`config.mk`:
```
export PLATFORM = sky130hd
export DESIGN_NAME = ofs_fim_pcie_ss_rxcrdt_accum_flat
export DESIGN_NICKNAME = d
export VERILOG_FILES = /design/src/rtl/ofs_fim_pcie_ss_rxcrdt_accum_if.sv /design/src/rtl/ofs_fim_pcie_ss_rxcrdt_accum.sv /design/src/flat_wrapper.sv
export SDC_FILE = /design/constraint.sdc
export NUM_CORES = 1
export LEC_CHECK = 0
export CAP_MARGIN = 20
export CORE_MARGIN = 1.5
export CORE_UTILIZATION = 65
export CTS_BUF_LIST = sky130_fd_sc_hd__clkbuf_2
export CTS_CLUSTER_DIAMETER = 200
export DETAILED_ROUTE_END_ITERATION = 12
export PLACE_DENSITY = 0.85
export SLEW_MARGIN = 5
export SYNTH_ARGS = -nofsm -noshare
export SYNTH_HDL_FRONTEND = slang
export SYNTH_SLANG_ARGS = --single-unit
```
`constraint.sdc`:
```
create_clock -name clk -period 10 [get_ports clk]
set_input_delay 1.5 -clock clk [delete_from_list [all_inputs] [get_ports clk]]
set_output_delay 1.5 -clock clk [all_outputs]
set_load 0.03 [all_outputs]
```
`src/rtl/ofs_fim_pcie_ss_rxcrdt_accum_if.sv`:
```
// Release events into the RX credit accumulator and the rxcrdt messages it emits.
// master drives releases and consumes messages; slave is the accumulator.
interface ofs_fim_pcie_ss_rxcrdt_accum_if;
  logic        rel_valid;
  logic        rel_is_cpl;
  logic [7:0]  rel_data_cr;
  logic        rxcrdt_tvalid;
  logic [18:0] rxcrdt_tdata;

  modport master (
    output rel_valid, rel_is_cpl, rel_data_cr,
    input  rxcrdt_tvalid, rxcrdt_tdata
  );

  modport slave (
    input  rel_valid, rel_is_cpl, rel_data_cr,
    output rxcrdt_tvalid, rxcrdt_tdata
  );
endinterface

```
`src/rtl/ofs_fim_pcie_ss_rxcrdt_accum.sv`:
```
// RX credit return: accumulates released hdr/data credits per class, returns one rxcrdt message per cycle.
// Release-to-message latency 2 cycles; no back-pressure on rxcrdt, the HIP must always accept.
module ofs_fim_pcie_ss_rxcrdt_accum #(
  parameter int INIT_CPL_HDR  = 64,
  parameter int INIT_CPL_DATA = 1024,
  parameter int INIT_REQ_HDR  = 64,
  parameter int INIT_REQ_DATA = 1024,
  parameter int MAX_RET       = 255,
  parameter int CNT_W         = 16
) (
  input  logic                                 clk,
  input  logic                                 rst,
  input  logic                                 link_up,
  ofs_fim_pcie_ss_rxcrdt_accum_if.slave        bus,
  output logic                                 err_overflow
);

  typedef enum logic {IDLE, RUN} state_t;

  state_t           state_q, state_d;
  logic [CNT_W-1:0] init_val [4];
  logic [CNT_W-1:0] acc_q    [4];
  logic [CNT_W-1:0] acc_d    [4];
  logic [CNT_W-1:0] add_v    [4];
  logic [CNT_W-1:0] sub_v    [4];
  logic [CNT_W:0]   sum_v    [4];
  logic [1:0]       ptr_q;
  logic [1:0]       sel;
  logic [1:0]       idx;
  logic             found;
  logic             ret_en;
  logic             link_drop;
  logic             ovf_d;
  logic [CNT_W-1:0] sel_cnt;

  // Accumulator order matches the message type code: cpl_hdr, cpl_data, req_hdr, req_data.
  assign init_val[0] = CNT_W'(INIT_CPL_HDR);
  assign init_val[1] = CNT_W'(INIT_CPL_DATA);
  assign init_val[2] = CNT_W'(INIT_REQ_HDR);
  assign init_val[3] = CNT_W'(INIT_REQ_DATA);

  always_ff @(posedge clk or posedge rst) begin
    if (rst) state_q <= IDLE;
    else     state_q <= state_d;
  end

  always_comb begin
    state_d = state_q;
    case (state_q)
      IDLE:    if (link_up)  state_d = RUN;
      RUN:     if (!link_up) state_d = IDLE;
      default: state_d = IDLE;
    endcase
  end

  assign ret_en    = (state_q == RUN) && link_up;
  assign link_drop = (state_q == RUN) && !link_up;

  // Walk downward so the lowest offset from the pointer wins.
  always_comb begin
    found   = 1'b0;
    sel     = ptr_q;
    idx     = ptr_q;
    for (int k = 3; k >= 0; k--) begin
      idx = ptr_q + 2'(k);
      if (acc_q[idx] != '0) begin
        found = 1'b1;
        sel   = idx;
      end
    end
    sel_cnt = acc_q[sel];
    if (32'(acc_q[sel]) > 32'(MAX_RET)) sel_cnt = CNT_W'(MAX_RET);
  end

  always_comb begin
    ovf_d = 1'b0;
    for (int i = 0; i < 4; i++) begin
      add_v[i] = '0;
      sub_v[i] = '0;
    end
    if (bus.rel_valid) begin
      if (bus.rel_is_cpl) begin
        add_v[0] = CNT_W'(1);
        add_v[1] = CNT_W'(bus.rel_data_cr);
      end else begin
        add_v[2] = CNT_W'(1);
        add_v[3] = CNT_W'(bus.rel_data_cr);
      end
    end
    if (ret_en && found) sub_v[sel] = sel_cnt;
    // One extra bit so a release landing on a nearly full counter is caught, not wrapped.
    for (int i = 0; i < 4; i++) begin
      sum_v[i] = {1'b0, acc_q[i]} - {1'b0, sub_v[i]} + {1'b0, add_v[i]};
      acc_d[i] = sum_v[i][CNT_W-1:0];
      if (link_drop) begin
        acc_d[i] = init_val[i];
      end else if (sum_v[i][CNT_W]) begin
        acc_d[i] = '1;
        ovf_d    = 1'b1;
      end
    end
  end

  always_ff @(posedge clk or posedge rst) begin
    if (rst) begin
      for (int i = 0; i < 4; i++) acc_q[i] <= init_val[i];
      ptr_q             <= 2'b00;
      err_overflow      <= 1'b0;
      bus.rxcrdt_tvalid <= 1'b0;
      bus.rxcrdt_tdata  <= '0;
    end else begin
      for (int i = 0; i < 4; i++) acc_q[i] <= acc_d[i];
      err_overflow <= err_overflow | ovf_d;
      if (link_drop) begin
        ptr_q             <= 2'b00;
        bus.rxcrdt_tvalid <= 1'b0;
      end else if (ret_en && found) begin
        ptr_q             <= sel + 2'd1;
        bus.rxcrdt_tvalid <= 1'b1;
        bus.rxcrdt_tdata  <= {sel, 1'b0, 16'(sel_cnt)};
      end else begin
        bus.rxcrdt_tvalid <= 1'b0;
      end
    end
  end

endmodule

```
`src/flat_wrapper.sv`:
```
// flat-port wrapper written by rule: the top's interface ports become plain ports
module ofs_fim_pcie_ss_rxcrdt_accum_flat 
#(
  parameter int INIT_CPL_HDR  = 64,
  parameter int INIT_CPL_DATA = 1024,
  parameter int INIT_REQ_HDR  = 64,
  parameter int INIT_REQ_DATA = 1024,
  parameter int MAX_RET       = 255,
  parameter int CNT_W         = 16
)
  (clk, rst, link_up, err_overflow, bus_rel_valid, bus_rel_is_cpl, bus_rel_data_cr, bus_rxcrdt_tvalid, bus_rxcrdt_tdata);
  ofs_fim_pcie_ss_rxcrdt_accum_if bus_i ();
  input  logic clk;
  input  logic rst;
  input  logic link_up;
  output logic err_overflow;
  input wire logic [$bits(bus_i.rel_valid)-1:0] bus_rel_valid;
  input wire logic [$bits(bus_i.rel_is_cpl)-1:0] bus_rel_is_cpl;
  input wire logic [$bits(bus_i.rel_data_cr)-1:0] bus_rel_data_cr;
  output wire logic [$bits(bus_i.rxcrdt_tvalid)-1:0] bus_rxcrdt_tvalid;
  output wire logic [$bits(bus_i.rxcrdt_tdata)-1:0] bus_rxcrdt_tdata;
  assign bus_i.rel_valid = bus_rel_valid;
  assign bus_i.rel_is_cpl = bus_rel_is_cpl;
  assign bus_i.rel_data_cr = bus_rel_data_cr;
  assign bus_rxcrdt_tvalid = bus_i.rxcrdt_tvalid;
  assign bus_rxcrdt_tdata = bus_i.rxcrdt_tdata;
  ofs_fim_pcie_ss_rxcrdt_accum #(.INIT_CPL_HDR(INIT_CPL_HDR), .INIT_CPL_DATA(INIT_CPL_DATA), .INIT_REQ_HDR(INIT_REQ_HDR), .INIT_REQ_DATA(INIT_REQ_DATA), .MAX_RET(MAX_RET), .CNT_W(CNT_W)) u_core (.clk(clk), .rst(rst), .link_up(link_up), .bus(bus_i), .err_overflow(err_overflow));
endmodule
```
### Word level (Yosys, flattened, before mapping)

Index checks and enable logic that the tools add are counted.

* bitwise operators: 8
* $add $sub $neg: 12
* mux-type cells: 51
* reductions and logical operators: 11
* $lt $le $gt $ge: 7

Operator list (count)
* 16-bit two-way mux: 20
* 16-bit binary-select mux with 2-bit select: 5
* 64-bit two-way mux: 2
* 17-bit by 16-bit adder with 17-bit output: 4
* 16-bit by 16-bit subtractor with 17-bit output: 4
* 64-bit AND: 1
* 16-bit nonzero test: 4
* 17-bit two-way mux: 2
* 16-bit demux with 2-bit select: 1
* 16-bit by 8-bit greater-than comparator with 1-bit output, second input constant: 1
* 3-bit greater-or-equal comparator, second input constant: 5
* 1-bit two-way mux: 15
* 2-bit NOT with 3-bit output: 5
* 2-bit two-way mux: 6
* 2-bit by 1-bit adder with 2-bit output, second input constant: 2
* 2-bit adder, second input constant: 2
* 1-bit logical AND: 4
* 3-bit by 1-bit less-than comparator with 1-bit output, second input constant: 1
* 2-bit AND reduction: 1
* 2-bit nonzero test: 1
* 1-bit logical NOT: 1
* 1-bit NOT: 1
* 1-bit bitwise OR: 1

* input port bits: 13
* word-level logic and storage cells: 98
* flip-flop bits (word level): 87
* output and inout port bits: 21

### Longest topological paths before layout

* depth in word-level cells: 29
* depth in mapped cells: 23
* depth with buffers taken out: 21

### Worst setup path before layout

Ideal clock, no wire load.

* kind: reg2reg
* start: reg u_core.acc_q[56] (netlist name)
* end: reg u_core.acc_q[37] (netlist name)
* buffers on the path: 2
* cell stages (with the launch flop): 22
* library setup time: 143 ps
* period minus slack after synthesis: 5082 ps
* slack: 4918 ps
* data arrival time: 4939 ps
* data required time: 9857 ps
* cells stage by stage: dfrtp_1 nor4_1 and4_2 o21ai_2 o31ai_2 mux2_2 nor2_1 buf_4 a22o_4 nor2_1 fa_1 inv_1 fa_1 a211oi_1 o21bai_1 a31o_1 a21o_1 a211o_1 a21oi_2 xnor2_2 buf_6 a21oi_2

RTL lines
* start, declared: line ofs_fim_pcie_ss_rxcrdt_accum.sv:22 `logic [CNT_W-1:0] acc_q [4];`

==> flow_metrics.py <==
metrics = {
    "status": {
        "outcome": "completed",
    },
    "pwr": {
        "power.total_mw": 3.096,
        "ir_worst_vdd_mv": 0.3091,
        "power_per_cell_area_nw_per_um2": 371.2,
        "p_leak_nw": 3.943,
    },
    "die": {
        "die_area_um2": 12360,
        "io_pins": 34,
        "rows": 39,
        "initial_core_util_pct": 66.62,
        "core_um2": 11420,
        "die_height_um": 111.2,
        "die_w_um": 111.2,
    },
    "clock_tree": {
        "cts.htree.levels": 3,
        "clk_pin_slew_worst_paths_ns": 0.23,
        "post_cts_resized": 0,
        "cts_buffer_depth": 2,
        "cts_buffers": 9,
        "clock_sinks": 87,
        "cts_tree": "built",
        "cts_root_buffer": "clkbuf_2",
        "cts_setup_buffers": 0,
        "clock_latency_ns": 0.61,
        "cts_hold_buffers": 0,
    },
    "logic_synthesis": {
        "ys_ff_latch": 87,
        "synth_edf_count": 0,
        "ys_types": 58,
        "synth_warnings": 0,
        "synthArstFlopShare_pct": 100.0,
        "syn_inst": 844,
        "post_synth.cell_area_avg_um2": 9.013,
        "ys_seq_area_share_pct": 28.68,
        "synthFlopType": "dfrtp_1",
        "syn-cell-area_um2": 7607,
    },
    "critical_path": {
        "cp_max_fo": 13,
        "slowest_delay_ns": 0.70,
        "path_cells": "nor4_1 -> and4_2 -> o21ai_2 -> o31ai_4 -> mux2_2 -> nor2_1 -> a22o_1 -> nor3_1 -> ha_1 -> inv_1 -> ha_1 -> fa_1 -> a211oi_1 -> o21ai_0 -> a21o_1 -> o311a_1 -> nor2_1 -> a21oi_1 -> xor2_1 -> buf_4 -> a21oi_1",
        "slowest_stage": "nor2_1",
        "start_kind": "register",
        "cp_top_family": "simple AND/OR/NAND/NOR gates",
        "cp.required_ns": 10.46,
        "crit_buf_inv": 2,
        "critPathKind": "reg2reg",
        "worstSetupEndpointType": "register",
        "cp.arrival_ns": 7.18,
    },
    "grt": {
        "grt_usage_pct": 30.45,
        "grt_pass1_vias": 6485,
        "grt_max_degree": 88,
        "overflow": 0,
        "antenna_found_initial": 0,
        "grt_pass1_wl_um": 30390,
    },
    "sta": {
        "slew_violations": 0,
        "fmax_ghz": 0.1487,
        "whs_ns": 0.5152,
        "clock_skew_ns": 0.04044,
        "min_period_over_period_pct": 67.26,
        "fin_tns_setup_ns": 0,
        "hold_violations": 0,
        "fin_crit_ns": 6.726,
        "setup_violations": 0,
        "slew_headroom_pct": 38.26,
        "tightest_slew_ns": 0.9227,
        "rsz0062_at_grt": "false",
    },
    "layout": {
        "syn_to_final_growth_pct": 9.655,
        "fin_area_um2": 8342,
        "drive_above_1_share_pct": 6.828,
        "final_nets": 1052,
        "diodes": 0,
    },
    "placed_design": {
        "placed_area_um2": 8152,
        "port_buffers": 32,
        "dp.final_hpwl_um": 13960,
        "finalWeightedCongestion": 0.9153,
    },
    "routing": {
        "viasPerCell": 6.136,
        "drt_pre_antenna_iters": 5,
        "wl_per_cell_um": 17.18,
        "initialDrtViolationCount": 594,
        "drc": 0,
        "detailroute.via_count": 6449,
        "drt-total-wl_um": 18060,
        "antenna_left": 0,
    },
    "min_path": {
        "min_path_type": "reg2reg",
    },
    "run": {
        "cap_violations": 0,
    },
}
==> area by class of cell <==
| class | instances | area [um^2] |
|---|---|---|
| tap | 143 | 178.9 |
| inverter | 81 | 305.3 |
| clock buffer | 10 | 50.05 |
| timing repair buffer | 40 | 404.1 |
| sequential | 87 | 2182 |
| clock inverter | 6 | 93.84 |
| fill | 892 | 3077 |
| multi-input combinational | 684 | 5127 |
==> worst reg2reg max path, stage by stage, from the launching register on <==
cell and delay (ns):
dfrtp_1 0.46, nor4_1 0.62, and4_2 0.45, o21ai_2 0.09, o31ai_4 0.26, mux2_2 0.36
nor2_1 0.70, a22o_1 0.41, nor3_1 0.08, ha_1 0.31, inv_1 0.04, ha_1 0.22
fa_1 0.43, a211oi_1 0.32, o21ai_0 0.19, a21o_1 0.22, o311a_1 0.31, nor2_1 0.13
a21oi_1 0.08, xor2_1 0.55, buf_4 0.31, a21oi_1 0.08
==> sequential cells by signal (all words and copies together), names as in the netlist <==
register,cells
u_core.acc_q,64
u_core.ptr_q,2
u_core.bus.rxcrdt_tvalid,1
u_core.bus.rxcrdt_tdata,18
u_core.err_overflow,1
u_core.state_q,1
==> cells in the final DEF, fill, tap and decap left out, types with 11 or more instances in the layout <==
master           count
xnor2_1             16
xor2_1              40
dfrtp_1             83
and2_1              15
clkdlybuf4s50_1     32
ha_1               118
conb_1              33
o21ai_0             39
a21o_1              15
a21oi_1             88
nor4_1              17
a211oi_1            11
nand2_1             67
inv_1               80
nand3_1             11
nor2_1              51
fa_1                18
nor3_1              18
==> path summary, 6_finish.rpt <==
check / endpoint / slack, ns / start / cells after the start
setup / recovery: u_core.acc_q[23]$_DFF_PP0_ / 3.27 / u_core.acc_q[56]$_DFF_PP0_ / 21
hold / removal: u_core.bus.rxcrdt_tdata[10]$_DFFE_PP0P_ / 0.52 / u_core.bus.rxcrdt_tdata[10]$_DFFE_PP0P_ / 1
setup reg to reg: u_core.acc_q[23]$_DFF_PP0_ / 3.27 / u_core.acc_q[56]$_DFF_PP0_ / 21
hold reg to reg: u_core.bus.rxcrdt_tdata[10]$_DFFE_PP0P_ / 0.52 / u_core.bus.rxcrdt_tdata[10]$_DFFE_PP0P_ / 1
max in group asynchronous: u_core.acc_q[54]$_DFF_PP1_ / 8.00 / rst / 4
min in group asynchronous: u_core.state_q$_DFF_PP0_ / 1.28 / rst / 3
==> power breakdown <==
group | switching [mW] | internal [mW] | leakage, nW | total, mW
clock network | 0.133 | 0.0854 | 0.0827 | 0.218
registers | 0.110 | 0.499 | 0.994 | 0.609
logic | 1.32 | 0.953 | 2.87 | 2.27
==> cell families after synthesis <==
family	Yosys count	share of synthesized area, %
DFF	87	28.68
AOI/OAI and AO/OA	230	19.92
and+or+nand+nor	222	14.03
buffers and inverters	104	5.658
xor gates and xnor gates	57	6.661
muxes	6	0.8059
adders and majority gates	136	24.14
other	2	0.09872
==> routing by layer <==
metal  global-route usage (%)  wire length [um]  vias to the layer above
li1                         -                 -                     3078
met1                    40.17              7730                     3096
met2                    51.94              8982                      226
met3                    3.390               876                       49
met4                    10.97               469                        0
met5                        0                 0                        -
==> per-stage QoR <==
step | util [%] | std cells | setup WS [ns]
final | 73.06 | 1051 | 3.274
after global routing | 73.06 | 1051 | 2.837
after CTS | 72.65 | 1048 | 3.196
after detailed placement | 71.39 | 1032 | 3.211
after global placement | 71.39 | 1032 | 3.495
after floorplan | - | 875 | 4.918
==> synthesized netlist by cell type, drive strengths merged, types with 9 or more instances <==
cell type    n  area (um^2)
o21bai      10        75.07
a211oi      11        82.58
nand2       67        251.5
nand3       11        55.05
and2        15        93.84
a21o        15        112.6
dfrtp       83         2077
nor4        17        106.4
nor3        18        90.09
fa          18        360.4
xnor2       17        156.4
or3          9        56.30
ha         118         1476
xor2        40        350.3
buf         12        85.07
nor2        52        197.7
inv         81        304.0
clkbuf      11        41.29
o21ai       46        252.7
nand2b       9        56.30
a21oi       98        528.0
Note: power is estimated with default switching activity, not from simulation.
